$ cat src/rtl/rf_vector_driver.sv
// rf_vector_driver: issue side of the Random Forest accelerator.
// Drives one tagged feature vector at a time onto the accelerator, waits
// its fixed latency, returns the class with the tag and keeps per-class
// saturating hit counters.
//
// Ports:
//   sysclk, rst          clock and synchronous active-high reset
//   s_valid/s_ready      upstream handshake; s_data feature vector, s_tag tag
//   acc_data             registered drive to the accelerator data_input
//   acc_class            accelerator class_out
//   m_valid/m_ready      downstream handshake; m_class result, m_tag its tag
//   clr_cnt              synchronous clear of all class counters
//   cls_cnt              packed counters, class k at [k*CNT_W +: CNT_W]
//   busy                 high whenever the FSM is not idle
module rf_vector_driver #(
    parameter int FEAT_W  = 36,
    parameter int CLASS_W = 2,
    parameter int ACC_LAT = 4,
    parameter int TAG_W   = 8,
    parameter int CNT_W   = 16
) (
    input  logic                             sysclk,
    input  logic                             rst,
    input  logic                             s_valid,
    output logic                             s_ready,
    input  logic [FEAT_W-1:0]                s_data,
    input  logic [TAG_W-1:0]                 s_tag,
    output logic [FEAT_W-1:0]                acc_data,
    input  logic [CLASS_W-1:0]               acc_class,
    output logic                             m_valid,
    input  logic                             m_ready,
    output logic [CLASS_W-1:0]               m_class,
    output logic [TAG_W-1:0]                 m_tag,
    input  logic                             clr_cnt,
    output logic [(2**CLASS_W)*CNT_W-1:0]    cls_cnt,
    output logic                             busy
);

    localparam int NCLS = 2**CLASS_W;
    localparam logic [7:0] LAT_LAST = 8'(ACC_LAT - 1);
    localparam logic [CNT_W-1:0] CNT_MAX = '1;

    typedef enum logic [1:0] {
        IDLE = 2'd0,
        WAIT = 2'd1,
        HOLD = 2'd2
    } state_t;

    state_t             state;
    logic [7:0]         lat_cnt;
    logic [TAG_W-1:0]   tag_q;
    logic [CNT_W-1:0]   cnt_q [NCLS];
    logic               capture;

    // Capture happens on the WAIT edge that completes the latency window.
    assign capture = (state == WAIT) && (lat_cnt == LAT_LAST);

    assign s_ready = (state == IDLE);
    assign busy    = (state != IDLE);

    always_ff @(posedge sysclk) begin
        if (rst) begin
            state    <= IDLE;
            lat_cnt  <= '0;
            tag_q    <= '0;
            acc_data <= '0;
            m_valid  <= 1'b0;
            m_class  <= '0;
            m_tag    <= '0;
        end else begin
            unique case (state)
                IDLE: begin
                    if (s_valid) begin
                        acc_data <= s_data;
                        tag_q    <= s_tag;
                        lat_cnt  <= '0;
                        state    <= WAIT;
                    end
                end
                WAIT: begin
                    lat_cnt <= lat_cnt + 8'd1;
                    if (capture) begin
                        m_class <= acc_class;
                        m_tag   <= tag_q;
                        m_valid <= 1'b1;
                        state   <= HOLD;
                    end
                end
                HOLD: begin
                    if (m_ready) begin
                        m_valid <= 1'b0;
                        state   <= IDLE;
                    end
                end
                default: state <= IDLE;
            endcase
        end
    end

    // Clear has priority over a coinciding capture; counters never wrap.
    always_ff @(posedge sysclk) begin
        if (rst || clr_cnt) begin
            for (int k = 0; k < NCLS; k++) cnt_q[k] <= '0;
        end else if (capture && (cnt_q[acc_class] != CNT_MAX)) begin
            cnt_q[acc_class] <= cnt_q[acc_class] + 1'b1;
        end
    end

    always_comb begin
        cls_cnt = '0;
        for (int k = 0; k < NCLS; k++) cls_cnt[k*CNT_W +: CNT_W] = cnt_q[k];
    end

endmodule

$ cat config.mk
export PLATFORM = sky130hd
export DESIGN_NAME = rf_vector_driver
export DESIGN_NICKNAME = d
export VERILOG_FILES = /design/src/rtl/rf_vector_driver.sv
export SDC_FILE = /design/constraint.sdc
export NUM_CORES = 1
export LEC_CHECK = 0
export CORE_AREA = 2 2 111 113
export DETAILED_ROUTE_END_ITERATION = 12
export DIE_AREA = 0 0 113 115
export GPL_TIMING_DRIVEN = 0
export PLACE_DENSITY_LB_ADDON = 0.15
export SLEW_MARGIN = 10
export SYNTH_ARGS = -nofsm -noshare
export SYNTH_HDL_FRONTEND = slang
export SYNTH_SLANG_ARGS = --single-unit
$ cat constraint.sdc
create_clock -name sysclk -period 5.09 [get_ports sysclk]
set_input_delay 1.527 -clock sysclk [delete_from_list [all_inputs] [get_ports sysclk]]
set_output_delay 1.527 -clock sysclk [all_outputs]
set_load 0.01 [all_outputs]
==> results of run 1 <==
worst max-delay path by stage:
stage	startpoint	endpoint	slack, ps	cells past startpoint
2_1_floorplan	acc_class[0]	cnt_q[3][0]	320	9
4_1_cts	acc_class[1]	cnt_q[0][3]	150	10
3_3_place_gp	acc_class[1]	cnt_q[3][10]	-1130	9
5_1_grt	acc_class[1]	cnt_q[0][3]	30	10
6_report	acc_class[1]	cnt_q[0][0]	180	10
3_5_place_dp	acc_class[1]	cnt_q[0][8]	-240	10
layer usage:
layer	wire, um	share of wire [%]	vias to the layer above
li1	-	-	2100
met1	5684	40	2101
met2	7588	53	148
met3	865	6.0	20
met4	208	1.4	0
met5	0	0	-
per-stage QoR:
stage / power [uW] / setup WS [ps] / util, %
finish: 2664 / 183.1 / 66.68
detailed placement: 1466 / -236.2 / 61.54
global placement: 1456 / -1126 / 61.29
CTS: 2685 / 153.3 / 66.68
global route: 2758 / 26.45 / 66.68
floorplan: 1307 / 324.3 / -
power by group through the flow:
| stage | clock network, uW | logic (uW) | registers (uW) |
|---|---|---|---|
| 2_1_floorplan | 0 | 113 | 1190 |
| 3_3_place_gp | 0 | 279 | 1180 |
| 3_5_place_dp | 0 | 287 | 1180 |
| 4_1_cts | 1240 | 289 | 1160 |
| 5_1_grt | 1290 | 308 | 1160 |
| 6_report | 1220 | 286 | 1160 |
final cells by class:
cell class / count / share of cell area, %
Clock buffer: 22 / 6.561
Timing Repair Buffer: 163 / 20.78
Sequential cell: 129 / 40.92
Buffer: 27 / 2.065
Tap cell: 147 / 2.335
Clock inverter: 10 / 1.160
Multi-Input combinational cell: 337 / 25.89
Inverter: 6 / 0.2859
critical path, cell delays in order:
cell,delay (ps)
clkdlybuf4s50_1,490
buf_2,310
mux4_2,340
ha_1,240
nand3_2,180
or4_4,520
buf_6,160
o21ai_4,290
buf_4,260
nand2_1,520
cells in the mapped netlist, types with 2 or more instances:
cell type	n	area share, %
and2_1	2	0.23
nor2_2	9	1.0
xnor2_1	12	1.9
mux2i_1	9	1.7
clkbuf_1	15	1.0
nand3_1	9	0.83
edfxtp_1	64	35
buf_6	2	0.41
nor2_1	84	5.8
o21ai_4	2	0.60
nor3_1	6	0.55
buf_1	3	0.21
nor4_1	5	0.58
nand4_1	3	0.35
mux4_2	12	5.0
ha_1	2	0.46
mux4_1	4	1.9
nand2_1	101	7.0
buf_2	2	0.18
o21ai_0	2	0.18
a21oi_1	52	4.8
mux2_2	3	0.62
buf_4	3	0.41
xor2_1	2	0.32
nand3b_1	2	0.28
dfxtp_1	65	24
buf_12	2	0.74
inv_1	6	0.41
state kept, by name, summed over array words and instances (netlist names):
register and cells:
state 2, m_valid 1, m_class 2, cnt_q 64
m_tag 8, acc_data 36, lat_cnt 8, tag_q 8
cell usage in the layout (no fill, tap or decap), drive strengths merged, types with 2 or more instances in the layout:
cell	n
nor4	5
nand4	4
nand3	11
xor2	2
xnor2	12
o21ai	5
mux4	16
buf	13
nand3b	2
clkinvlp	2
mux2	3
inv	11
clkdlybuf4s50	162
a21oi	52
mux2i	9
and2	2
dfxtp	65
clkinv	2
ha	2
clkbuf	37
edfxtp	64
nor2	93
nand2	102
nor3	6
cell families after synthesis:
logic type | after synthesis | share of synthesized area [%]
compound gates | 60 | 6.493
simple gates | 233 | 18.88
buf+inv | 33 | 3.408
fa+ha+maj | 2 | 0.4604
mux | 28 | 9.187
flops | 129 | 59.31
xor+xnor | 14 | 2.257
==> results by group, run 1 <==
STA
  • Fin crit period: between 4000 and 5000 ps
  • RSZ-0062 raised after global routing: false
  • Hold Fails Final Rpt: 0
  • Final period util: 96.40%
  • Total negative setup slack: 0 ps
  • Worst slew pin tran: between 800 and 900 ps
  • Fin Clk Skew: 12.96 ps
  • Hold_ws: 453.0 ps
  • Final Max Slew Viols: 0
  • Slew HR: 44.19%
  • Final Setup Violations: 0
  • Fmax: 203.8 MHz

Clock network
  • Clock latency on the worst-skew pair: 420 ps
  • Post-CTS Setup Inserts: 0
  • CTS tree: yes
  • H-tree Lvls: 4
  • Root Driver: clkbuf_16
  • TritonCTS buffer count: 17
  • # resized after CTS: 0
  • Maximum buffer depth of the clock tree: 2
  • # clock sinks: 129
  • Clk pin slew, worst setup/hold paths: 60 ps
  • Hold_buf cts: 0

Pwr
  • Worst VDD drop: 0.1991 mV
  • Clock power share: 45.8%
  • Power share of the sequential group: 43.4%
  • Int Power: 2049 uW
  • P_sw: 615.1 uW
  • Pwr Density: 338.2 nW/um2
  • Pleak: ~0.0029 uW
  • Comb pwr share: about a tenth
  • Switching Share: 23.09%

Logic synthesis
  • Yosys warns: 0
  • Syn Inst Count: approximately 500
  • FFs w/ async S/R, synth: 0%
  • Post-Syn Nets: 552
  • Top_reg_cell synth: dfxtp_1
  • Unique cell type count in the Yosys netlist: 44
  • Synthesized area: around 5400 um2
  • EDFF count, synth: 64
  • Yosys reg bits: 129
  • Register area share after synthesis: 59.31%
  • Mean Syn Cell Area: 10.89 um2

Finish
  • P&R area growth vs syn: 44.95%
  • Layout cell share with drive strength beyond 1: around 11%
  • Footprint of the multi-input gates: around 2000 um2
  • Inserted Diodes: 0
  • Final Cell Area: 7876 um2
  • Final Non-Filler Cells: 841
  • Post-layout net count: 734
  • Fillers: 918
  • Register Area: 3223 um2

Worst setup path
  • Crit start category: input port
  • Worst R2R End: cnt_q[0][0]
  • Worst setup EP type: flop
  • FF-to-FF Start: lat_cnt[0]
  • Worst reg-to-reg path cell count: 7
  • CP max FO: 16
  • Reg-to-reg setup timing slack: 1630 ps
  • CP required: 5040 ps
  • Worst path arrival time: 4860 ps
  • Kind of critical path: in -> reg

Route
  • DRC: 10
  • Via density: 5.195
  • Post-route ant nets: 0
  • Number of vias in the routed layout: 4369
  • First drt pass iteration count: 9
  • DRT iter0 DRCs: 242
  • Routed WL per cell: roughly 17 um
  • Drt total wl: 14350 um

Global route
  • Largest net degree at the start of global routing: 17
  • Gr usage total: between 20% and 30%
  • Met3 Use GR: 5.588%
  • M1 GR Usage: 25.93%
  • GRT Max-Usage Layer: met2
  • First-pass GRT wire length: 22790 um
  • Total gr overflow: 0
  • Initial antenna violation count: 0
  • M2 GR Usage: around 41%
  • Vias in the first global route: 4570

Min path
  • Hold EP: tag_q[4]
  • Worst hold start: tag_q[4]
  • Worst hold-check path type: reg -> reg
  • Hold path cells: 2

Floorplan
  • CORE AREA: about 12000 um2
  • Die area: 13000 um2
  • Chip width: ~110 um
  • Rows: 40
  • Initial core utilization: 46.01%
  • Die height: 115 um
  • Boundary pin count: between 150 and 200

Job
  • MaxCap Viol Count: 0

Place
  • DP Area: 7268 um2
  • Dpl cells: 809
  • Dpl hpwl: 10100 um
  • Port Buf Inserts: 162
  • RD Place Congestion: 0.8524

Outcome
  • Status: finished with violations
  • Failing checks: design-rule violations
Power figures use the tool's default switching activity.
==> run 2, diff against run 1 <==
--- a/config.mk
+++ b/config.mk
@@ -5,9 +5,9 @@
 export SDC_FILE = /design/constraint.sdc
 export NUM_CORES = 1
 export LEC_CHECK = 0
-export CORE_AREA = 2 2 111 113
+export CORE_AREA = 2 2 138 140
 export DETAILED_ROUTE_END_ITERATION = 12
-export DIE_AREA = 0 0 113 115
+export DIE_AREA = 0 0 140 142
 export GPL_TIMING_DRIVEN = 0
 export PLACE_DENSITY_LB_ADDON = 0.15
 export SLEW_MARGIN = 10
==> results by group, run 2 (synthesis results as in run 1) <==
Outcome
  • Status: finished with violations
  • Failing checks: design-rule violations

Clock network
  • Root Driver: clkbuf_16
  • Clk pin slew, worst setup/hold paths: 50 ps (about the same)
  • # clock sinks: 129 (unchanged)
  • # resized after CTS: 0 (unchanged)
  • Post-CTS Setup Inserts: 0 (unchanged)
  • H-tree Lvls: 4 (unchanged)
  • Clock latency on the worst-skew pair: 420 ps (about the same)
  • Maximum buffer depth of the clock tree: 2 (unchanged)
  • Hold_buf cts: 0 (unchanged)
  • CTS tree: yes
  • TritonCTS buffer count: 17 (unchanged)

Floorplan
  • Rows: 50 (+25%)
  • Die height: 142 um (+23%)
  • Chip width: 140 um (+24%)
  • Die area: 19880 um2 (+53%)
  • CORE AREA: 18460 um2 (+56%)
  • Boundary pin count: 164 (unchanged)
  • Initial core utilization: 29.44% (-17 points)

Worst setup path
  • Crit-path cells: clkdlybuf4s50_1, buf_2, mux4_2, ha_1, nand3_2, or4_4, buf_6, o21ai_4, buf_4, nand2_2
  • Kind of critical path: in -> reg
  • CP max FO: 16 (unchanged)
  • Slowest cell on crit path: or4_4
  • Slowest stage delay, CP: 530 ps (about the same)
  • CP required: 5120 ps (+80 ps)
  • Crit start category: input port
  • Worst setup EP type: flop
  • Worst path arrival time: 4720 ps (-140 ps)

Route
  • Number of vias in the routed layout: 4332 (-0.85%)
  • Post-route ant nets: 0 (unchanged)
  • Drt total wl: 15360 um (+7.1%)
  • Via density: 4.668 (-10%)
  • Routed WL per cell: 16.55 um (-3.0%)
  • DRT iter0 DRCs: 264 (+9.1%)
  • DRC: 12 (+2)
  • First drt pass iteration count: 12 (+3)

Place
  • DP Area: 7390 um2 (+1.7%)
  • Dpl hpwl: 10900 um (+7.9%)
  • Port Buf Inserts: 162 (unchanged)
  • RD Place Congestion: 0.8121 (-4.7%)
  • Post-place setup slack: -413.6 ps (-177.4 ps)

STA
  • Fmax: 213.2 MHz (+4.6%)
  • Final period util: 92.17% (-4.2 points)
  • Worst slew pin tran: 740.1 ps (-95.01 ps)
  • Total negative setup slack: 0 ps (unchanged)
  • RSZ-0062 raised after global routing: false
  • Hold Fails Final Rpt: 0 (unchanged)
  • Final Max Slew Viols: 0 (unchanged)
  • Final Setup Violations: 0 (unchanged)
  • Slew HR: 50.66% (+6.5 points)
  • Fin worst setup slack: 398.5 ps (+215.5 ps)
  • Fin crit period: 4691 ps (-215.5 ps)
  • Fin Clk Skew: 10.47 ps (-2.492 ps)

Finish
  • Register Area: 3223 um2 (unchanged)
  • Inserted Diodes: 0 (unchanged)
  • Layout cell share with drive strength beyond 1: 10.81% (-0.43 points)
  • Biggest registers after layout: cnt_q (64), acc_data (36)
  • Fillers: 1726 (+88%)
  • Final Util: 42.94% (-24 points)
  • Post-layout net count: 734 (unchanged)
  • Most flop-heavy register: cnt_q
  • Footprint of the multi-input gates: 2044 um2 (+0.25%)
  • Final Cell Area: 7924 um2 (+0.60%)
  • Max reg flops: 64 (unchanged)
  • P&R area growth vs syn: 45.82%
  • Commonest non-fill, non-tap cells in the layout: 162 x clkdlybuf4s50_1, 99 x nand2_1, 84 x nor2_1
  • Commonest non-fill, non-tap cell in the layout: clkdlybuf4s50_1

Min path
  • Worst hold-check path type: reg -> reg

Job
  • MaxCap Viol Count: 0 (unchanged)

Global route
  • Vias in the first global route: 4447 (-2.7%)
  • Initial antenna violation count: 0 (unchanged)
  • Largest net degree at the start of global routing: 17 (unchanged)
  • Gr usage total: 15.70% (-7.0 points)
  • Total gr overflow: 0 (unchanged)
  • First-pass GRT wire length: 24150 um (+6.0%)

Pwr
  • Pwr Density: 322.5 nW/um2 (-4.7%)
  • Worst VDD drop: 0.2218 mV (+11%)
  • Pleak: 0.002836 uW (-1.5%)
  • Total power: 2555 uW (-4.1%)
-- run 2: cell types whose count changed in the layout (fill, tap and decap cells not counted), sizes merged --
cell,change
clkbuf,-3
clkinv,+6
clkinvlp,+2
inv,-5
-- run 2: layout make-up --
cell class,instances,share of cell area [%]
tap,234,3.695
timing repair buffer,163,20.81
multi-input combinational,337,25.80
sequential,129,40.68
clock inverter,13,1.216
inverter,6,0.2842
buffer,27,2.053
clock buffer,19,5.463
-- run 2: through the flow --
stage          hold WS, ps  std cells
5_1_grt              476.2        928
6_report             452.3        928
3_3_place_gp         442.3        895
2_1_floorplan        435.7        499
3_5_place_dp         447.1        896
4_1_cts              454.8        928
-- run 2: report_power, final --
group	total [uW]	internal (uW)	switching, uW
Clock	1110	660	449
Sequential	1160	1130	24.8
Combinational	289	146	142
Total	2560	1940	616
-- run 2: worst max-delay path: cells and delay by family --
family                   cells  cell delay (ps)
AO/OA/AOI/OAI                1              290
multiplexers                 1              340
adder cells (fa/ha/maj)      1              230
buffers and inverters        4             1270
AND/OR/NAND/NOR              3             1050
-- run 2: worst paths after layout --
path / startpoint / to / slack, ps / cells after the start
setup reg to reg: lat_cnt[0] / cnt_q[0][2] / 1740 / 7
hold / removal: acc_data[3] / acc_data[3] / 450 / 2
hold reg to reg: acc_data[3] / acc_data[3] / 450 / 2
setup / recovery: acc_class[1] / cnt_q[1][4] / 400 / 10
-- run 2: routing by layer --
metal | vias to the layer above | wire length (um) | GRT usage, %
li1 | 2090 | - | -
met3 | 8 | 1175 | 5.451
met1 | 2072 | 6547 | 18.63
met4 | 0 | 70 | 5.051
met5 | - | 0 | 0
met2 | 162 | 7566 | 26.89
